## src/rtl/if_stage.sv

```systemverilog
// MIPS32 instruction-fetch stage: owns the PC, drives the ROM address, registers IF/ID,
// and picks the next PC from exception, interrupt, redirect, stall and sequential fetch.
module if_stage #(
    parameter int unsigned   AW        = 32,
    parameter int unsigned   IW        = 32,
    parameter logic [AW-1:0] RESET_VEC = AW'(0),
    parameter logic [AW-1:0] IRQ_VEC   = AW'(32'h8000_0004),
    parameter logic [AW-1:0] EXC_VEC   = AW'(32'h8000_0008),
    parameter int unsigned   CNTW      = 16
) (
    input  logic            clk,
    input  logic            reset,
    output logic [AW-1:0]   imem_addr,
    input  logic [IW-1:0]   imem_rdata,
    input  logic            stall,
    input  logic            redirect,
    input  logic [AW-1:0]   redirect_pc,
    input  logic            irq,
    input  logic            exc,
    input  logic [AW-1:0]   exc_pc,
    output logic [AW-1:0]   pc,
    output logic            id_valid,
    output logic [IW-1:0]   id_instr,
    output logic [AW-1:0]   id_pc,
    output logic [AW-1:0]   id_pcp4,
    output logic [AW-1:0]   epc,
    output logic            irq_take,
    output logic [CNTW-1:0] fetch_cnt
);

    logic [AW-1:0]   pc_plus4;
    logic [AW-1:0]   pc_target;
    logic [AW-1:0]   pc_nxt;
    logic            irq_acc;
    logic            id_valid_nxt;
    logic [IW-1:0]   id_instr_nxt;
    logic [AW-1:0]   id_pc_nxt;
    logic [AW-1:0]   id_pcp4_nxt;
    logic [AW-1:0]   epc_nxt;
    logic [CNTW-1:0] fetch_cnt_nxt;

    // ROM is addressed with the kernel bit stripped
    assign imem_addr = {1'b0, pc[AW-2:0]};

    // Next-state selection, highest priority first
    always_comb begin
        pc_plus4      = pc + AW'(4);
        irq_acc       = irq & ~pc[AW-1] & ~stall & ~exc;
        pc_target     = pc;
        id_valid_nxt  = id_valid;
        id_instr_nxt  = id_instr;
        id_pc_nxt     = id_pc;
        id_pcp4_nxt   = id_pcp4;
        epc_nxt       = epc;
        fetch_cnt_nxt = fetch_cnt;

        if (exc) begin
            pc_target = EXC_VEC;
            epc_nxt   = exc_pc;
        end else if (irq_acc) begin
            pc_target = IRQ_VEC;
            epc_nxt   = redirect ? redirect_pc : pc;
        end else if (redirect) begin
            pc_target = redirect_pc;
        end else if (!stall) begin
            pc_target     = pc_plus4;
            id_instr_nxt  = imem_rdata;
            id_pc_nxt     = pc;
            id_pcp4_nxt   = pc_plus4;
            fetch_cnt_nxt = fetch_cnt + CNTW'(1);
        end

        // Every trap or redirect squashes the IF/ID latch
        id_valid_nxt = id_valid;
        if (exc || irq_acc || redirect) begin
            id_valid_nxt = 1'b0;
            id_instr_nxt = IW'(0);
            id_pc_nxt    = AW'(0);
            id_pcp4_nxt  = AW'(0);
        end else if (!stall) begin
            id_valid_nxt = 1'b1;
        end

        pc_nxt = {pc_target[AW-1:2], 2'b00};
    end

    always_ff @(posedge clk or negedge reset) begin
        if (!reset) begin
            pc        <= RESET_VEC;
            id_valid  <= 1'b0;
            id_instr  <= IW'(0);
            id_pc     <= AW'(0);
            id_pcp4   <= AW'(0);
            epc       <= AW'(0);
            irq_take  <= 1'b0;
            fetch_cnt <= CNTW'(0);
        end else begin
            pc        <= pc_nxt;
            id_valid  <= id_valid_nxt;
            id_instr  <= id_instr_nxt;
            id_pc     <= id_pc_nxt;
            id_pcp4   <= id_pcp4_nxt;
            epc       <= epc_nxt;
            irq_take  <= irq_acc;
            fetch_cnt <= fetch_cnt_nxt;
        end
    end

endmodule

```

## config.mk

```make
export PLATFORM = sky130hd
export DESIGN_NAME = if_stage
export DESIGN_NICKNAME = d
export VERILOG_FILES = /design/src/rtl/if_stage.sv
export SDC_FILE = /design/constraint.sdc
export NUM_CORES = 1
export LEC_CHECK = 0
export ABC_CLOCK_PERIOD_IN_PS = 5400
export CAP_MARGIN = 40
export CORE_ASPECT_RATIO = 1.75
export CORE_MARGIN = 1.5
export CORE_UTILIZATION = 25
export DETAILED_ROUTE_END_ITERATION = 7
export PLACE_DENSITY = 0.57
export SYNTH_ARGS = -nofsm -noshare
export SYNTH_HDL_FRONTEND = slang
export SYNTH_SLANG_ARGS = --single-unit
```

## constraint.sdc

```tcl
create_clock -name clk -period 5.4 [get_ports clk]
set_input_delay 1.35 -clock clk [delete_from_list [all_inputs] [get_ports clk]]
set_output_delay 1.35 -clock clk [all_outputs]
set_load 0.03 [all_outputs]
```

==> impl_metrics.tcl, run 1 <==
set metrics [dict create \
    remaining_routing_drc_violations 0 \
    core-area_mm2 0.0329 \
    hold-path-cell-count 1 \
    synth_area_mm2 0.00834 \
    hold_path.startpoint "fetch_cnt[15]" \
    worstRegToRegCells 6 \
    design.portCount 312 \
    result_of_the_run "completed" \
    worstPathRequired_ns 5.74 \
    dieHeight_um 245 \
    clock.fmax_mhz 283 \
    synth_top_family_by_area "compound AO/OA/AOI/OAI gates" \
    grt_pass1_vias 7249 \
    yosys_register_bits 172 \
    max-slew-margin-rel_pct 42.1 \
    grt-ovfl-total 0 \
    switching_power_uw 1110 \
    vias 7100 \
    worst_r2r_endpoint "pc[30]" \
    antenna_found_initial 1 \
    power_density_mw_per_mm2 290 \
    routabilityCongestion 0.831 \
    fill_cells 3273 \
    routedWlPerCell_um 20.1 \
    cts_max_level 4 \
    cap_violations 0 \
    holdPathEnd "fetch_cnt[15]" \
    swShare_pct 31.7 \
    hold_viol_final 0 \
    global_route_wire_length_before_repair_um 44900 \
    p_seq_share_pct 42.5 \
    yosysSeqAreaShare_pct 51.6 \
    syn_inst 840 \
    cts_made_buffers 17 \
    mostFrequentLayoutCell "sky130_fd_sc_hd__clkdlybuf4s50_1" \
    synth_xor_xnor_area_share_pct 6.09 \
    ys_types 52 \
    length_of_the_first_detailed_routing_pass_in_iterations 4 \
    yosys-mux-area-fraction_pct 3.73 \
    asyncSetResetFlopFracSynth_pct 100 \
    worstSetupPathType "in2reg" \
    clock_power_share_pct 35.8 \
    clock_sink_count 172 \
    pin_count_of_the_biggest_net_entering_global_routing 98 \
    setup-tns-final_ns 0 \
    worst_slew_pin_slew_ns 0.868 \
    dr.first_iter.drc_count 411 \
    crit_arrival_ns 3.88 \
    finalWirelength_um 29800 \
    post_dr_vias_cell 4.77 \
    synth_top_flop_cell "sky130_fd_sc_hd__dfrtp_1" \
    timing.hold.worst.class "reg2reg" \
    port_buffers 302 \
    grt_setup_unrepaired "false" \
    rows 88 \
    cts_tree "yes" \
    fin_skew_ns 0.00928 \
    crit-reg2reg-launch "pc[2]" \
    synth_fa_ha_area_share_pct 0.300 \
    clock_pin_slew_worst_setup_and_hold_paths_ns 0.07 \
    cts.repair.resized 0 \
    synth_edf_count 0 \
    post-cts-setup-buffer-count 0 \
    worst_setup_path_start_kind "input pin" \
    detail-route-antenna-nets 0 \
    place_inst 1455 \
    grt_util_all_layers_pct 17.3 \
    vdd_ir_drop_max_v 0.000215 \
    synth-compound-area-share_pct 16.0 \
    p_comb_share_pct 21.7 \
    critPathCaptureType "flop" \
    die_w_um 141 \
    most_used_cells_in_the_layout_excluding_fill_and_tap_cells "sky130_fd_sc_hd__clkdlybuf4s50_1 (299), sky130_fd_sc_hd__dfrtp_1 (172), sky130_fd_sc_hd__nand2_1 (88), sky130_fd_sc_hd__o21ai_0 (75), sky130_fd_sc_hd__a22o_1 (63)" \
    clk_latency_ns 0.45 \
    ctsLongestPathBuffers 2 \
    worst_setup_path_startpoint "stall" \
    static-leakage-power_uw 0.00489 \
    dp_hpwl_um 22300 \
    synth.yosys.warnings 0 \
    fin_nets 1173 \
    clock-root-buffer "sky130_fd_sc_hd__clkbuf_16" \
    fin_cells 1488 \
    internal-power_uw 2380 \
    critical_path_peak_fanout 46 \
    layout-area-overhead-vs-synth_pct 44.2 \
    synth-simple-area-share_pct 14.9 \
    postCtsHoldBufs 0 \
    initial_core_util_pct 25.3 \
    die_area_mm2 0.0345 \
    final-setup-viol-count 0 \
    layout-drive-gt1-share_pct 5.91 \
    fin_crit_sh_pct 65.5 \
    slew_violations 0 \
    fin_crit_ns 3.54 \
    synth.avg_cell_area_um2 9.93 \
    reg2reg_setup_slack_ns 2.44 \
]
==> flip-flops by register name, summed over array words and instances (netlist names) <==
name       cells
pc            30
id_valid       1
fetch_cnt     16
id_pcp4       30
epc           32
irq_take       1
id_pc         30
id_instr      32
==> area by class of cell <==
| cell class | instances | area (um2) | share of cell area [%] |
|---|---|---|---|
| clock inverter | 15 | 165 | 1.37 |
| tap | 405 | 507 | 4.21 |
| antenna | 1 | 2.50 | 0.0208 |
| inverter | 7 | 26.3 | 0.218 |
| multi-input combinational | 558 | 3470 | 28.8 |
| timing repair buffer | 313 | 3130 | 26.0 |
| sequential | 172 | 4300 | 35.8 |
| clock buffer | 17 | 425 | 3.54 |
==> cells in the mapped netlist, types with 6 or more instances <==
cell	number	share of area (%)
sky130_fd_sc_hd__nand4_1	11	0.82
sky130_fd_sc_hd__buf_1	8	0.36
sky130_fd_sc_hd__a22o_1	63	6.6
sky130_fd_sc_hd__a21oi_1	52	3.1
sky130_fd_sc_hd__nor3_1	17	1.0
sky130_fd_sc_hd__nor2_1	57	2.6
sky130_fd_sc_hd__nand2_1	88	4.0
sky130_fd_sc_hd__dfrtp_1	172	52
sky130_fd_sc_hd__inv_1	7	0.31
sky130_fd_sc_hd__nor3b_1	6	0.54
sky130_fd_sc_hd__clkbuf_1	48	2.2
sky130_fd_sc_hd__xnor2_1	45	4.7
sky130_fd_sc_hd__xor2_1	13	1.4
sky130_fd_sc_hd__nand3_1	21	1.3
sky130_fd_sc_hd__mux2i_1	30	3.6
sky130_fd_sc_hd__o21ai_0	75	4.5
sky130_fd_sc_hd__buf_2	12	0.72
sky130_fd_sc_hd__and3_1	11	0.82
sky130_fd_sc_hd__buf_4	38	3.4
==> power groups by stage <==
stage	clock network, uW	registers [uW]	logic (uW)
after global placement	0	1510	755
final	1250	1480	757
after CTS	1290	1480	766
after floorplan	0	1620	272
after detailed placement	0	1510	763
after global routing	1350	1500	804
==> worst max-delay path by stage <==
| stage | slack (ns) | endpoint | cells after the start |
|---|---|---|---|
| 2_1_floorplan | 2.60 | id_pcp4[16] | 9 |
| 3_3_place_gp | 1.21 | fetch_cnt[12] | 6 |
| 3_5_place_dp | 1.37 | pc[31] | 7 |
| 4_1_cts | 1.85 | pc[31] | 7 |
| 5_1_grt | 1.71 | pc[31] | 7 |
| 6_report | 1.86 | pc[31] | 7 |
==> cells by family (layout without fill, tap and decap cells) <==
kind of cell	count (synthesis)	after routing
muxes	31	31
AOI/OAI and AO/OA	209	209
other	1	10
buffers and inverters	118	352
adders and majority gates	2	2
DFF	172	172
and+or+nand+nor	249	249
xor gates and xnor gates	58	58
==> per-layer routing <==
metal	global-route usage, %	vias to the layer above	wire, um	share of wire [%]
met1	19.9	3486	11900	40
li1	-	3336	-	-
met3	3.57	49	1230	4.1
met5	0	-	0	0
met2	30.5	229	15500	52
met4	8.21	0	1210	4.0
==> worst max-delay path: stages <==
cell	delay [ns]
sky130_fd_sc_hd__clkdlybuf4s50_1	0.55
sky130_fd_sc_hd__or3b_2	0.46
sky130_fd_sc_hd__buf_4	0.53
sky130_fd_sc_hd__nand2b_1	0.35
sky130_fd_sc_hd__or3_1	0.41
sky130_fd_sc_hd__mux2i_1	0.14
sky130_fd_sc_hd__nor3_1	0.07
==> through the flow <==
| stage | setup WS [ns] | hold slack (ns) | power, uW | util (%) | instance area, um2 |
|---|---|---|---|---|---|
| finish | 1.86 | 0.471 | 3490 | 36.5 | 12000 |
| detailed placement | 1.37 | 0.462 | 2270 | 34.7 | 11400 |
| CTS | 1.85 | 0.475 | 3540 | 36.5 | 12000 |
| floorplan | 2.60 | 0.649 | 1900 | - | 8370 |
| global placement | 1.21 | 0.460 | 2260 | 34.6 | 11400 |
| global route | 1.71 | 0.508 | 3650 | 36.5 | 12000 |
Note: power is estimated with default switching activity, not from simulation.
==> run 2: changes to the inputs <==
Settings changed: ABC_CLOCK_PERIOD_IN_PS 5400 to 2800, PLACE_DENSITY 0.57 to 0.59.
Clock period 5.4 ns to 2.8 ns, I/O delays scaled along.
==> impl_metrics.tcl, run 2 (synthesized netlist as in run 1, its figures left out) <==
set metrics [dict create \
    critPathCaptureType "output port" \
    die_area_mm2 0.0345 \
    clock_sink_count 172 \
    rows 88 \
    max-slew-margin-rel_pct 46.4 \
    dr.first_iter.drc_count 347 \
    grt_pass1_vias 7224 \
    finalWirelength_um 28700 \
    clock_power_share_pct 37.8 \
    worst_setup_path_start_kind "flop" \
    hold_viol_final 0 \
    fin_skew_ns 0.0173 \
    vias 7208 \
    cap_violations 0 \
    p_seq_share_pct 40.4 \
    pin_count_of_the_biggest_net_entering_global_routing 74 \
    result_of_the_run "completed" \
    fill_cells 3283 \
    length_of_the_first_detailed_routing_pass_in_iterations 5 \
    timing.hold.worst.class "in2async" \
    cts_made_buffers 17 \
    fin_crit_sh_pct 94.7 \
    switching_power_uw 2100 \
    initial_core_util_pct 25.3 \
    fin_crit_ns 2.65 \
    detail-route-antenna-nets 0 \
    layout-area-overhead-vs-synth_pct 48.6 \
    remaining_routing_drc_violations 0 \
    global_route_wire_length_before_repair_um 43900 \
    internal-power_uw 4890 \
    cts_tree "yes" \
    clock_pin_slew_worst_setup_and_hold_paths_ns 0.07 \
    antenna_found_initial 3 \
    worstPathRequired_ns 2.10 \
    die_w_um 141 \
    ctsLongestPathBuffers 2 \
    slew_violations 0 \
    dieHeight_um 245 \
    grt_util_all_layers_pct 16.8 \
    postCtsHoldBufs 0 \
    clk_latency_ns 0.45 \
    clock-root-buffer "sky130_fd_sc_hd__clkbuf_16" \
    setup-tns-final_ns 0 \
    cts_max_level 4 \
    crit_arrival_ns 1.95 \
    dp_hpwl_um 21800 \
    routedWlPerCell_um 18.9 \
    fin_nets 1205 \
    vdd_ir_drop_max_v 0.000491 \
    timing.critical_path.cells "buf_4 -> clkdlybuf4s50_1" \
    p_comb_share_pct 21.9 \
    critical_path_peak_fanout 7 \
    worst_slew_pin_slew_ns 0.803 \
    port_buffers 302 \
    grt-ovfl-total 0 \
    final_util_pct 37.7 \
    cts.repair.resized 0 \
    clock.fmax_mhz 377 \
    post_dr_vias_cell 4.74 \
    design.portCount 312 \
    pre_cts_ws_ns 0.0840 \
    critPathSlowestCell "sky130_fd_sc_hd__clkdlybuf4s50_1" \
    critical_path.max_stage_delay_ns 0.68 \
    most_used_cells_in_the_layout_excluding_fill_and_tap_cells "sky130_fd_sc_hd__clkdlybuf4s50_1 (299), sky130_fd_sc_hd__dfrtp_1 (172), sky130_fd_sc_hd__nand2_1 (88), sky130_fd_sc_hd__o21ai_0 (75), sky130_fd_sc_hd__a22o_1 (63)" \
    worst_setup_slack_after_layout_ns 0.149 \
    swShare_pct 30.1 \
    routabilityCongestion 0.874 \
    layout-drive-gt1-share_pct 8.62 \
    core-area_mm2 0.0329 \
    layout_top_registers "epc (32), id_instr (32)" \
    grt_setup_unrepaired "false" \
    static-leakage-power_uw 0.00512 \
    worstSetupPathType "reg2out" \
    power_density_mw_per_mm2 563 \
    final-setup-viol-count 0 \
    post-cts-setup-buffer-count 0 \
    mostFrequentLayoutCell "sky130_fd_sc_hd__clkdlybuf4s50_1" \
]
## run 2: changes by cell type in the layout (fill, tap and decap cells not counted), moves of 2 or more
cell,before,now
sky130_fd_sc_hd__inv_6,4,1
sky130_fd_sc_hd__clkinvlp_4,4,0
sky130_fd_sc_hd__bufinv_16,2,4
sky130_fd_sc_hd__clkbuf_8,1,4
sky130_fd_sc_hd__buf_4,8,35
sky130_fd_sc_hd__buf_12,2,8
## run 2: worst max-delay path: cells and delay by family (launching register included)
family | cells | cell delay, ns
buffers and inverters | 2 | 0.90
flip-flops | 1 | 0.60
## run 2: power groups by stage
stage               clock [uW]  combinational [uW]  sequential [uW]
global placement             0                1530             2860
floorplan                    0                 525             3130
global route              2790                1630             2840
CTS                       2720                1550             2820
finish                    2640                1530             2820
detailed placement           0                1540             2870
## run 2: metal layers
layer	part of all wire, %	vias up	GRT usage [%]
met3	4.9	47	3.14
met1	39	3478	19.5
met2	52	279	29.6
li1	-	3404	-
met4	3.7	0	8.06
met5	0	-	0
## run 2: path summary, 6_finish.rpt
path / from / cells past startpoint / slack, ns / end
setup / recovery: pc[10] / 2 / 0.15 / imem_addr[10]
min in group clk: fetch_cnt[15] / 1 / 0.48 / fetch_cnt[15]
setup reg to reg: pc[3] / 6 / 0.48 / pc[30]
hold / removal: reset / 1 / 0.26 / id_pc[13]
hold reg to reg: fetch_cnt[15] / 1 / 0.48 / fetch_cnt[15]
max in group asynchronous: reset / 2 / 1.77 / id_instr[19]
## run 2: layout make-up
cell class / instances / area (um2) / share of cell area [%]
Inverter: 7 / 26.3 / 0.212
Sequential cell: 172 / 4300 / 34.7
Clock buffer: 20 / 467 / 3.76
Clock inverter: 12 / 185 / 1.49
Multi-Input combinational cell: 558 / 3470 / 28.0
Antenna cell: 2 / 5.00 / 0.0404
Timing Repair Buffer: 345 / 3440 / 27.7
Tap cell: 405 / 507 / 4.09
## run 2: stage by stage
stage                     hold WS, ns  total power [uW]  instance area [um2]  cells
final                           0.265              6990                12400   1521
after global routing            0.319              7270                12400   1521
after CTS                       0.278              7080                12400   1519
after detailed placement        0.474              4410                11700   1487
after global placement          0.462              4400                11700   1487
after floorplan                 0.404              3660                 8370    848
